### config.mk
export PLATFORM = sky130hd
export DESIGN_NAME = dmem_requester_flat
export DESIGN_NICKNAME = d
export VERILOG_FILES = /design/src/rtl/dmem_requester_if.sv /design/src/rtl/dmem_requester.sv /design/src/flat_wrapper.sv
export SDC_FILE = /design/constraint.sdc
export NUM_CORES = 1
export LEC_CHECK = 0
export CAP_MARGIN = 20
export CORE_MARGIN = 4
export CORE_UTILIZATION = 50
export DETAILED_ROUTE_END_ITERATION = 6
export DONT_BUFFER_PORTS = 1
export GPL_ROUTABILITY_DRIVEN = 0
export HOLD_SLACK_MARGIN = 0.12
export SLEW_MARGIN = 5
export SYNTH_ARGS = -nofsm -noshare
export SYNTH_HDL_FRONTEND = slang
export SYNTH_SLANG_ARGS = --single-unit
export TNS_END_PERCENT = 100
### constraint.sdc
create_clock -name clk -period 2.4 [get_ports clk]
set_input_delay 0.24 -clock clk [delete_from_list [all_inputs] [get_ports clk]]
set_output_delay 0.24 -clock clk [all_outputs]
set_load 0.02 [all_outputs]
### src/rtl/dmem_requester_if.sv
`default_nettype none
// ============================================================================
//  Module      : dmem_requester_if
//  Description : Signal bundle for the data-memory requester: load/store
//                request channel, response channel and the DMEM bus.
//                master = the requester (DMEM initiator, request sink)
//                slave  = its environment (pipeline stage and DMEM)
//                Also provides the shared mem_op encoding macros.
//  Revision    : 1.0 - initial release
// ============================================================================

`ifndef MEM_OP_BITS
`define MEM_OP_BITS  2
`define MEM_OP_NOP   2'd0
`define MEM_OP_READ  2'd1
`define MEM_OP_WRITE 2'd2
`endif

interface dmem_requester_if #(
    parameter int ADDR_WIDTH = 32,
    parameter int DATA_WIDTH = 32
);
    logic                    req_valid;
    logic                    req_ready;
    logic                    req_write;
    logic [1:0]              req_size;
    logic                    req_unsigned;
    logic [ADDR_WIDTH-1:0]   req_addr;
    logic [DATA_WIDTH-1:0]   req_wdata;
    logic                    resp_valid;
    logic                    resp_ready;
    logic [DATA_WIDTH-1:0]   resp_data;
    logic                    resp_err;
    logic [ADDR_WIDTH-1:0]   mem_address;
    logic [DATA_WIDTH-1:0]   mem_write_data;
    logic [`MEM_OP_BITS-1:0] mem_op;
    logic [DATA_WIDTH-1:0]   mem_read_data;

    modport master (
        input  req_valid, req_write, req_size, req_unsigned, req_addr, req_wdata,
        output req_ready,
        output resp_valid, resp_data, resp_err,
        input  resp_ready,
        output mem_address, mem_write_data, mem_op,
        input  mem_read_data
    );

    modport slave (
        output req_valid, req_write, req_size, req_unsigned, req_addr, req_wdata,
        input  req_ready,
        input  resp_valid, resp_data, resp_err,
        output resp_ready,
        input  mem_address, mem_write_data, mem_op,
        output mem_read_data
    );
endinterface

`default_nettype wire

### src/rtl/dmem_requester.sv
`default_nettype none
// ============================================================================
//  Module      : dmem_requester
//  Description : Data-memory initiator. Accepts load/store requests, issues
//                word-aligned DMEM accesses (read-modify-write for byte and
//                halfword stores) and returns extended load data.
//                Optional macro DMEM_MISALIGN_TRAP_EN: misaligned halfword /
//                word requests skip memory and respond with resp_err = 1.
//  Revision    : 1.0 - initial release
// ============================================================================

`ifndef MEM_OP_BITS
`define MEM_OP_BITS  2
`define MEM_OP_NOP   2'd0
`define MEM_OP_READ  2'd1
`define MEM_OP_WRITE 2'd2
`endif

module dmem_requester #(
    parameter int ADDR_WIDTH = 32,
    parameter int DATA_WIDTH = 32
) (
    input  wire logic        clk,
    input  wire logic        reset_n,
    dmem_requester_if.master bus,
    output logic             busy
);

    typedef enum logic [2:0] {
        S_IDLE   = 3'd0,
        S_ACCESS = 3'd1,
        S_RMW_RD = 3'd2,
        S_RMW_WR = 3'd3,
        S_RESP   = 3'd4
    } state_t;

    state_t                  state_q;
    logic                    write_q;
    logic [1:0]              size_q;
    logic                    uns_q;
    logic [1:0]              lane_q;
    logic [15:0]             wdata_q;

    logic                    req_ready_q;
    logic                    resp_valid_q;
    logic                    resp_err_q;
    logic                    busy_q;
    logic [DATA_WIDTH-1:0]   resp_data_q;
    logic [DATA_WIDTH-1:0]   mem_wdata_q;
    logic [ADDR_WIDTH-1:0]   mem_addr_q;
    logic [`MEM_OP_BITS-1:0] mem_op_q;

    logic                    w_sub_store;
    logic                    w_misalign;
    logic [7:0]              w_byte;
    logic [15:0]             w_half;
    logic [DATA_WIDTH-1:0]   w_load_ext;
    logic [DATA_WIDTH-1:0]   w_merge;

    // Classify the incoming request: sub-word stores need a read-modify-write
    always_comb begin
        w_sub_store = bus.req_write && !bus.req_size[1];
`ifdef DMEM_MISALIGN_TRAP_EN
        w_misalign  = ((bus.req_size == 2'b01) && bus.req_addr[0]) ||
                      (bus.req_size[1] && (bus.req_addr[1:0] != 2'b00));
`else
        w_misalign  = 1'b0;
`endif
    end

    // Select the addressed lane of the read word and extend it for loads
    always_comb begin
        w_byte = bus.mem_read_data[7:0];
        case (lane_q)
            2'd1:    w_byte = bus.mem_read_data[15:8];
            2'd2:    w_byte = bus.mem_read_data[23:16];
            2'd3:    w_byte = bus.mem_read_data[31:24];
            default: w_byte = bus.mem_read_data[7:0];
        endcase
        w_half = lane_q[1] ? bus.mem_read_data[31:16] : bus.mem_read_data[15:0];
        case (size_q)
            2'b00:   w_load_ext = {{24{~uns_q & w_byte[7]}}, w_byte};
            2'b01:   w_load_ext = {{16{~uns_q & w_half[15]}}, w_half};
            default: w_load_ext = bus.mem_read_data;
        endcase
    end

    // Replace the target lane of the read word with the store data
    always_comb begin
        w_merge = bus.mem_read_data;
        if (size_q == 2'b01) begin
            if (lane_q[1]) w_merge[31:16] = wdata_q;
            else           w_merge[15:0]  = wdata_q;
        end else begin
            case (lane_q)
                2'd0:    w_merge[7:0]   = wdata_q[7:0];
                2'd1:    w_merge[15:8]  = wdata_q[7:0];
                2'd2:    w_merge[23:16] = wdata_q[7:0];
                default: w_merge[31:24] = wdata_q[7:0];
            endcase
        end
    end

    // Sequencer; every output is registered so the DMEM bus never glitches
    always_ff @(posedge clk or negedge reset_n) begin
        if (!reset_n) begin
            state_q      <= S_IDLE;
            write_q      <= 1'b0;
            size_q       <= 2'b00;
            uns_q        <= 1'b0;
            lane_q       <= 2'b00;
            wdata_q      <= '0;
            req_ready_q  <= 1'b1;
            resp_valid_q <= 1'b0;
            resp_err_q   <= 1'b0;
            busy_q       <= 1'b0;
            resp_data_q  <= '0;
            mem_wdata_q  <= '0;
            mem_addr_q   <= '0;
            mem_op_q     <= `MEM_OP_NOP;
        end else begin
            case (state_q)
                S_IDLE: begin
                    if (bus.req_valid) begin
                        write_q     <= bus.req_write;
                        size_q      <= bus.req_size;
                        uns_q       <= bus.req_unsigned;
                        lane_q      <= bus.req_addr[1:0];
                        wdata_q     <= bus.req_wdata[15:0];
                        mem_addr_q  <= {2'b00, bus.req_addr[ADDR_WIDTH-1:2]};
                        resp_data_q <= '0;
                        resp_err_q  <= 1'b0;
                        req_ready_q <= 1'b0;
                        busy_q      <= 1'b1;
                        if (w_misalign) begin
                            resp_valid_q <= 1'b1;
                            resp_err_q   <= 1'b1;
                            state_q      <= S_RESP;
                        end else if (w_sub_store) begin
                            mem_op_q <= `MEM_OP_READ;
                            state_q  <= S_RMW_RD;
                        end else begin
                            mem_op_q <= bus.req_write ? `MEM_OP_WRITE : `MEM_OP_READ;
                            if (bus.req_write) mem_wdata_q <= bus.req_wdata;
                            state_q  <= S_ACCESS;
                        end
                    end
                end
                S_ACCESS: begin
                    if (!write_q) resp_data_q <= w_load_ext;
                    mem_op_q     <= `MEM_OP_NOP;
                    resp_valid_q <= 1'b1;
                    state_q      <= S_RESP;
                end
                S_RMW_RD: begin
                    mem_wdata_q <= w_merge;
                    mem_op_q    <= `MEM_OP_WRITE;
                    state_q     <= S_RMW_WR;
                end
                S_RMW_WR: begin
                    mem_op_q     <= `MEM_OP_NOP;
                    resp_valid_q <= 1'b1;
                    state_q      <= S_RESP;
                end
                S_RESP: begin
                    if (bus.resp_ready) begin
                        resp_valid_q <= 1'b0;
                        req_ready_q  <= 1'b1;
                        busy_q       <= 1'b0;
                        state_q      <= S_IDLE;
                    end
                end
                default: begin
                    mem_op_q     <= `MEM_OP_NOP;
                    resp_valid_q <= 1'b0;
                    req_ready_q  <= 1'b1;
                    busy_q       <= 1'b0;
                    state_q      <= S_IDLE;
                end
            endcase
        end
    end

    assign bus.req_ready      = req_ready_q;
    assign bus.resp_valid     = resp_valid_q;
    assign bus.resp_data      = resp_data_q;
    assign bus.resp_err       = resp_err_q;
    assign bus.mem_address    = mem_addr_q;
    assign bus.mem_write_data = mem_wdata_q;
    assign bus.mem_op         = mem_op_q;
    assign busy               = busy_q;

endmodule

`default_nettype wire

### src/flat_wrapper.sv
// flat-port wrapper written by rule: the top's interface ports become plain ports
module dmem_requester_flat 
#(
    parameter int ADDR_WIDTH = 32,
    parameter int DATA_WIDTH = 32
)
  (clk, reset_n, busy, bus_req_valid, bus_req_write, bus_req_size, bus_req_unsigned, bus_req_addr, bus_req_wdata, bus_req_ready, bus_resp_valid, bus_resp_data, bus_resp_err, bus_resp_ready, bus_mem_address, bus_mem_write_data, bus_mem_op, bus_mem_read_data);
  dmem_requester_if #(.ADDR_WIDTH(ADDR_WIDTH), .DATA_WIDTH(DATA_WIDTH)) bus_i ();
  input  wire logic clk;
  input  wire logic reset_n;
  output logic busy;
  input wire logic [$bits(bus_i.req_valid)-1:0] bus_req_valid;
  input wire logic [$bits(bus_i.req_write)-1:0] bus_req_write;
  input wire logic [$bits(bus_i.req_size)-1:0] bus_req_size;
  input wire logic [$bits(bus_i.req_unsigned)-1:0] bus_req_unsigned;
  input wire logic [$bits(bus_i.req_addr)-1:0] bus_req_addr;
  input wire logic [$bits(bus_i.req_wdata)-1:0] bus_req_wdata;
  output wire logic [$bits(bus_i.req_ready)-1:0] bus_req_ready;
  output wire logic [$bits(bus_i.resp_valid)-1:0] bus_resp_valid;
  output wire logic [$bits(bus_i.resp_data)-1:0] bus_resp_data;
  output wire logic [$bits(bus_i.resp_err)-1:0] bus_resp_err;
  input wire logic [$bits(bus_i.resp_ready)-1:0] bus_resp_ready;
  output wire logic [$bits(bus_i.mem_address)-1:0] bus_mem_address;
  output wire logic [$bits(bus_i.mem_write_data)-1:0] bus_mem_write_data;
  output wire logic [$bits(bus_i.mem_op)-1:0] bus_mem_op;
  input wire logic [$bits(bus_i.mem_read_data)-1:0] bus_mem_read_data;
  assign bus_i.req_valid = bus_req_valid;
  assign bus_i.req_write = bus_req_write;
  assign bus_i.req_size = bus_req_size;
  assign bus_i.req_unsigned = bus_req_unsigned;
  assign bus_i.req_addr = bus_req_addr;
  assign bus_i.req_wdata = bus_req_wdata;
  assign bus_req_ready = bus_i.req_ready;
  assign bus_resp_valid = bus_i.resp_valid;
  assign bus_resp_data = bus_i.resp_data;
  assign bus_resp_err = bus_i.resp_err;
  assign bus_i.resp_ready = bus_resp_ready;
  assign bus_mem_address = bus_i.mem_address;
  assign bus_mem_write_data = bus_i.mem_write_data;
  assign bus_mem_op = bus_i.mem_op;
  assign bus_i.mem_read_data = bus_mem_read_data;
  dmem_requester #(.ADDR_WIDTH(ADDR_WIDTH), .DATA_WIDTH(DATA_WIDTH)) u_core (.clk(clk), .reset_n(reset_n), .bus(bus_i), .busy(busy));
endmodule
==> results.tsv <==
metric	value	unit
run status	finished, violations left	
failing checks	hold timing	
maximum vdd ir drop	0.856	mV
RSZ-0062 raised after global routing	false	
required time at the endpoint of the critical path	2.75	ns
Power Total	11.4	mW
Die Outline Area	13700	um2
# diodes	0	
residual DRC count	0	
Final Cycle Share	90.8	%
power per cell area	1470	nW/um2
clock sink count	124	
endpoint of the worst-slack reg-to-reg timing path	u_core.bus.resp_data[20]$_DFFE_PN0P_	
minimum setup slack in the final design	0.221	ns
total of warnings raised by yosys	0	
detailed-route wire length per cell	23.2	um
per-instance average area after synthesis	11.1	um2
cts repair resizes	0	
net count reported at finish	740	
Cell Count, Final, Fillers Out	792	
critical path startpoint category	flop	
maximum level of the CTS H-tree	4	
share of post-route cells with drive strength above 1	21.4	%
ANT nets after route	0	
leakage power figure	3.21	nW
Yosys cell types	40	
effective utilization at floorplan	51.7	%
top cell type's share of synthesized area	51.7	%
vertical die dimension	117	um
timing-limited maximum frequency	459	MHz
top_reg_cell synth	sky130_fd_sc_hd__dfrtp_1	
clock period minus final worst setup slack	2.18	ns
vias after detailed routing	4923	
cell taking the most area after synthesis	sky130_fd_sc_hd__dfrtp_1	
count of flip-flops with a built-in enable after synthesis	0	
cell total after placement	657	
Worst slew margin	52.6	%
sequential element share of the synthesized area	52.1	%
total global routing track utilization	26.9	%
Mapped Cells	536	
most frequent cell after synthesis	sky130_fd_sc_hd__dfrtp_1	
Inserted Clock Buffers	17	
mapped cell area	5950	um2
register-to-register setup slack	0.22	ns
CP max FO	16	
post-place instance area	6110	um2
Filler cells	850	
Hold/Removal Path Class	in -> async	
1st-pass router iterations	7	
proportion of synthesized flip-flops having asynchronous set or reset	100	%
cell types occupying the most area after synthesis	sky130_fd_sc_hd__dfrtp_1 (52%), sky130_fd_sc_hd__mux2_2 (13%), sky130_fd_sc_hd__a21oi_1 (4.1%)	
via count of the first global-routing pass	4987	
via-per-instance ratio	6.22	
number of cells on the worst reg-to-reg path	5	
Commonest cells post-synth	sky130_fd_sc_hd__dfrtp_1 (123), sky130_fd_sc_hd__mux2_2 (68), sky130_fd_sc_hd__a21oi_1 (49)	
setup TNS	0	ns
number of synthesized register bits	124	
die extent in x	117	um
crit path DAT	2.53	ns
clock root buffer	sky130_fd_sc_hd__clkbuf_16	
total congestion overflow after global routing	0	
first-pass GRT wire length	27500	um
Hold WS	-0.482	ns
total setup violations reported at the end of the flow	0	
count of input and output buffers	0	
number of standard-cell rows in the floorplan	39	
transition time of the tightest slew-check pin	0.712	ns
critical setup path kind	reg -> reg	
overall routed net length	18400	um
top-level port count	206	
number of antenna violations at the first check in global routing	0	
pre-CTS setup slack	0.279	ns
Hold Vio Cnt, Final	124	
final-report max-slew violation count	0	
largest buffer count on any clock path	2	
post-layout instance area	7790	um2
Std-Cell Core Area	11500	um2
largest net degree at the start of global routing	125	
capturing element type of the critical path	flop	
TritonCTS clock tree	yes	
source of the worst register-to-register timing path	u_core.state_q[1]$_DFFE_PN0P_	
area added between synthesis and finish	30.8	%
max cap viols	0	
post-DP HPWL	12100	um
clock slew seen by the registers of the worst setup and hold paths	0.06	ns
core utilization of the finished layout	67.6	%
Worst Skew	0.0105	ns
Skew-Pair Late Insertion Delay	0.42	ns
first-iteration detailed-routing DRC count	378	
-- timing repair --
item,in CTS,in global routing
hold buffers,102,1
hold endpoints to repair,243,125
setup buffers,0,0
-- how the worst max path moves through the flow --
stage	slack [ns]	end	startpoint	depth (start not counted)
floorplan	0.39	u_core.bus.resp_data[26]$_DFFE_PN0P_	u_core.state_q[1]$_DFFE_PN0P_	7
global placement	0.35	u_core.bus.resp_data[26]$_DFFE_PN0P_	u_core.state_q[1]$_DFFE_PN0P_	5
detailed placement	0.28	u_core.bus.resp_data[18]$_DFFE_PN0P_	u_core.state_q[1]$_DFFE_PN0P_	5
CTS	0.26	u_core.bus.resp_data[19]$_DFFE_PN0P_	u_core.state_q[1]$_DFFE_PN0P_	5
global route	0.12	u_core.bus.resp_data[16]$_DFFE_PN0P_	u_core.state_q[1]$_DFFE_PN0P_	5
finish	0.22	u_core.bus.resp_data[20]$_DFFE_PN0P_	u_core.state_q[1]$_DFFE_PN0P_	5
-- flip-flops by register name (all words and copies together) (netlist names), 2 cells and up --
register	count
u_core.bus.mem_write_data	32
u_core.bus.resp_data	32
u_core.bus.mem_address	30
u_core.wdata_q	16
u_core.state_q	3
u_core.bus.mem_op	2
u_core.lane_q	2
u_core.size_q	2
-- final cells by class --
| type | instances | area (um2) | share of cell area (%) |
|---|---|---|---|
| Sequential cell | 124 | 3100 | 39.8 |
| Multi-Input combinational cell | 363 | 2640 | 33.9 |
| Timing Repair Buffer | 125 | 1200 | 15.4 |
| Clock buffer | 20 | 467 | 5.99 |
| Clock inverter | 12 | 185 | 2.38 |
| Tap cell | 143 | 179 | 2.30 |
| Inverter | 5 | 18.8 | 0.241 |
-- per-layer routing --
metal	share of wire, %	track usage [%]	vias to the layer above
li1	-	-	2174
met1	40	34.4	2453
met2	49	42.8	261
met3	9.3	8.95	35
met4	2.2	9.48	0
met5	0	0	-
-- placed cells by master (no fill, tap or decap), types with 2 or more instances in the layout --
cell and n:
sky130_fd_sc_hd__a21oi_1 49, sky130_fd_sc_hd__a221o_1 6, sky130_fd_sc_hd__a221o_2 10, sky130_fd_sc_hd__a31oi_1 3, sky130_fd_sc_hd__a32o_1 8, sky130_fd_sc_hd__and2_1 2
sky130_fd_sc_hd__buf_4 22, sky130_fd_sc_hd__bufinv_16 4, sky130_fd_sc_hd__clkbuf_16 17, sky130_fd_sc_hd__clkbuf_8 3, sky130_fd_sc_hd__clkinv_4 2, sky130_fd_sc_hd__clkinvlp_4 4
sky130_fd_sc_hd__conb_1 3, sky130_fd_sc_hd__dfrtp_1 123, sky130_fd_sc_hd__dlygate4sd3_1 103, sky130_fd_sc_hd__inv_1 4, sky130_fd_sc_hd__inv_6 2, sky130_fd_sc_hd__mux2_2 68
sky130_fd_sc_hd__mux2i_1 16, sky130_fd_sc_hd__nand2_1 33, sky130_fd_sc_hd__nand2b_1 27, sky130_fd_sc_hd__nand3_1 16, sky130_fd_sc_hd__nor2_1 30, sky130_fd_sc_hd__nor2b_1 2
sky130_fd_sc_hd__nor3_1 4, sky130_fd_sc_hd__nor3b_1 9, sky130_fd_sc_hd__o2111ai_1 4, sky130_fd_sc_hd__o211ai_1 18, sky130_fd_sc_hd__o21a_1 2, sky130_fd_sc_hd__o21ai_0 22
sky130_fd_sc_hd__o221ai_1 16, sky130_fd_sc_hd__o311ai_0 3, sky130_fd_sc_hd__o31ai_1 3
-- worst max-delay path: stages (launching register included) --
cell                        delay [ns]
sky130_fd_sc_hd__dfrtp_1          0.49
sky130_fd_sc_hd__or3b_4           0.46
sky130_fd_sc_hd__or2_0            0.36
sky130_fd_sc_hd__a2111oi_4        0.38
sky130_fd_sc_hd__buf_4            0.28
sky130_fd_sc_hd__a221o_1          0.15
-- kinds of logic after synthesis --
kind of cell	after synthesis	share of synthesized area [%]
AOI/OAI and AO/OA	149	17.8
DFF	124	52.1
muxes	84	15.5
and+or+nand+nor	127	10.6
buffers and inverters	51	3.85
other	1	0.0630
-- power by group --
group | internal, mW | switching, mW | total, mW | leakage (nW)
Combinational | 1.73 | 1.83 | 3.55 | 1.39
Sequential | 3.12 | 1.95 | 5.07 | 1.51
Clock | 1.83 | 0.965 | 2.80 | 0.305
Total | 6.68 | 4.74 | 11.4 | 3.21
No activity file was read; power rests on OpenSTA's default activity.
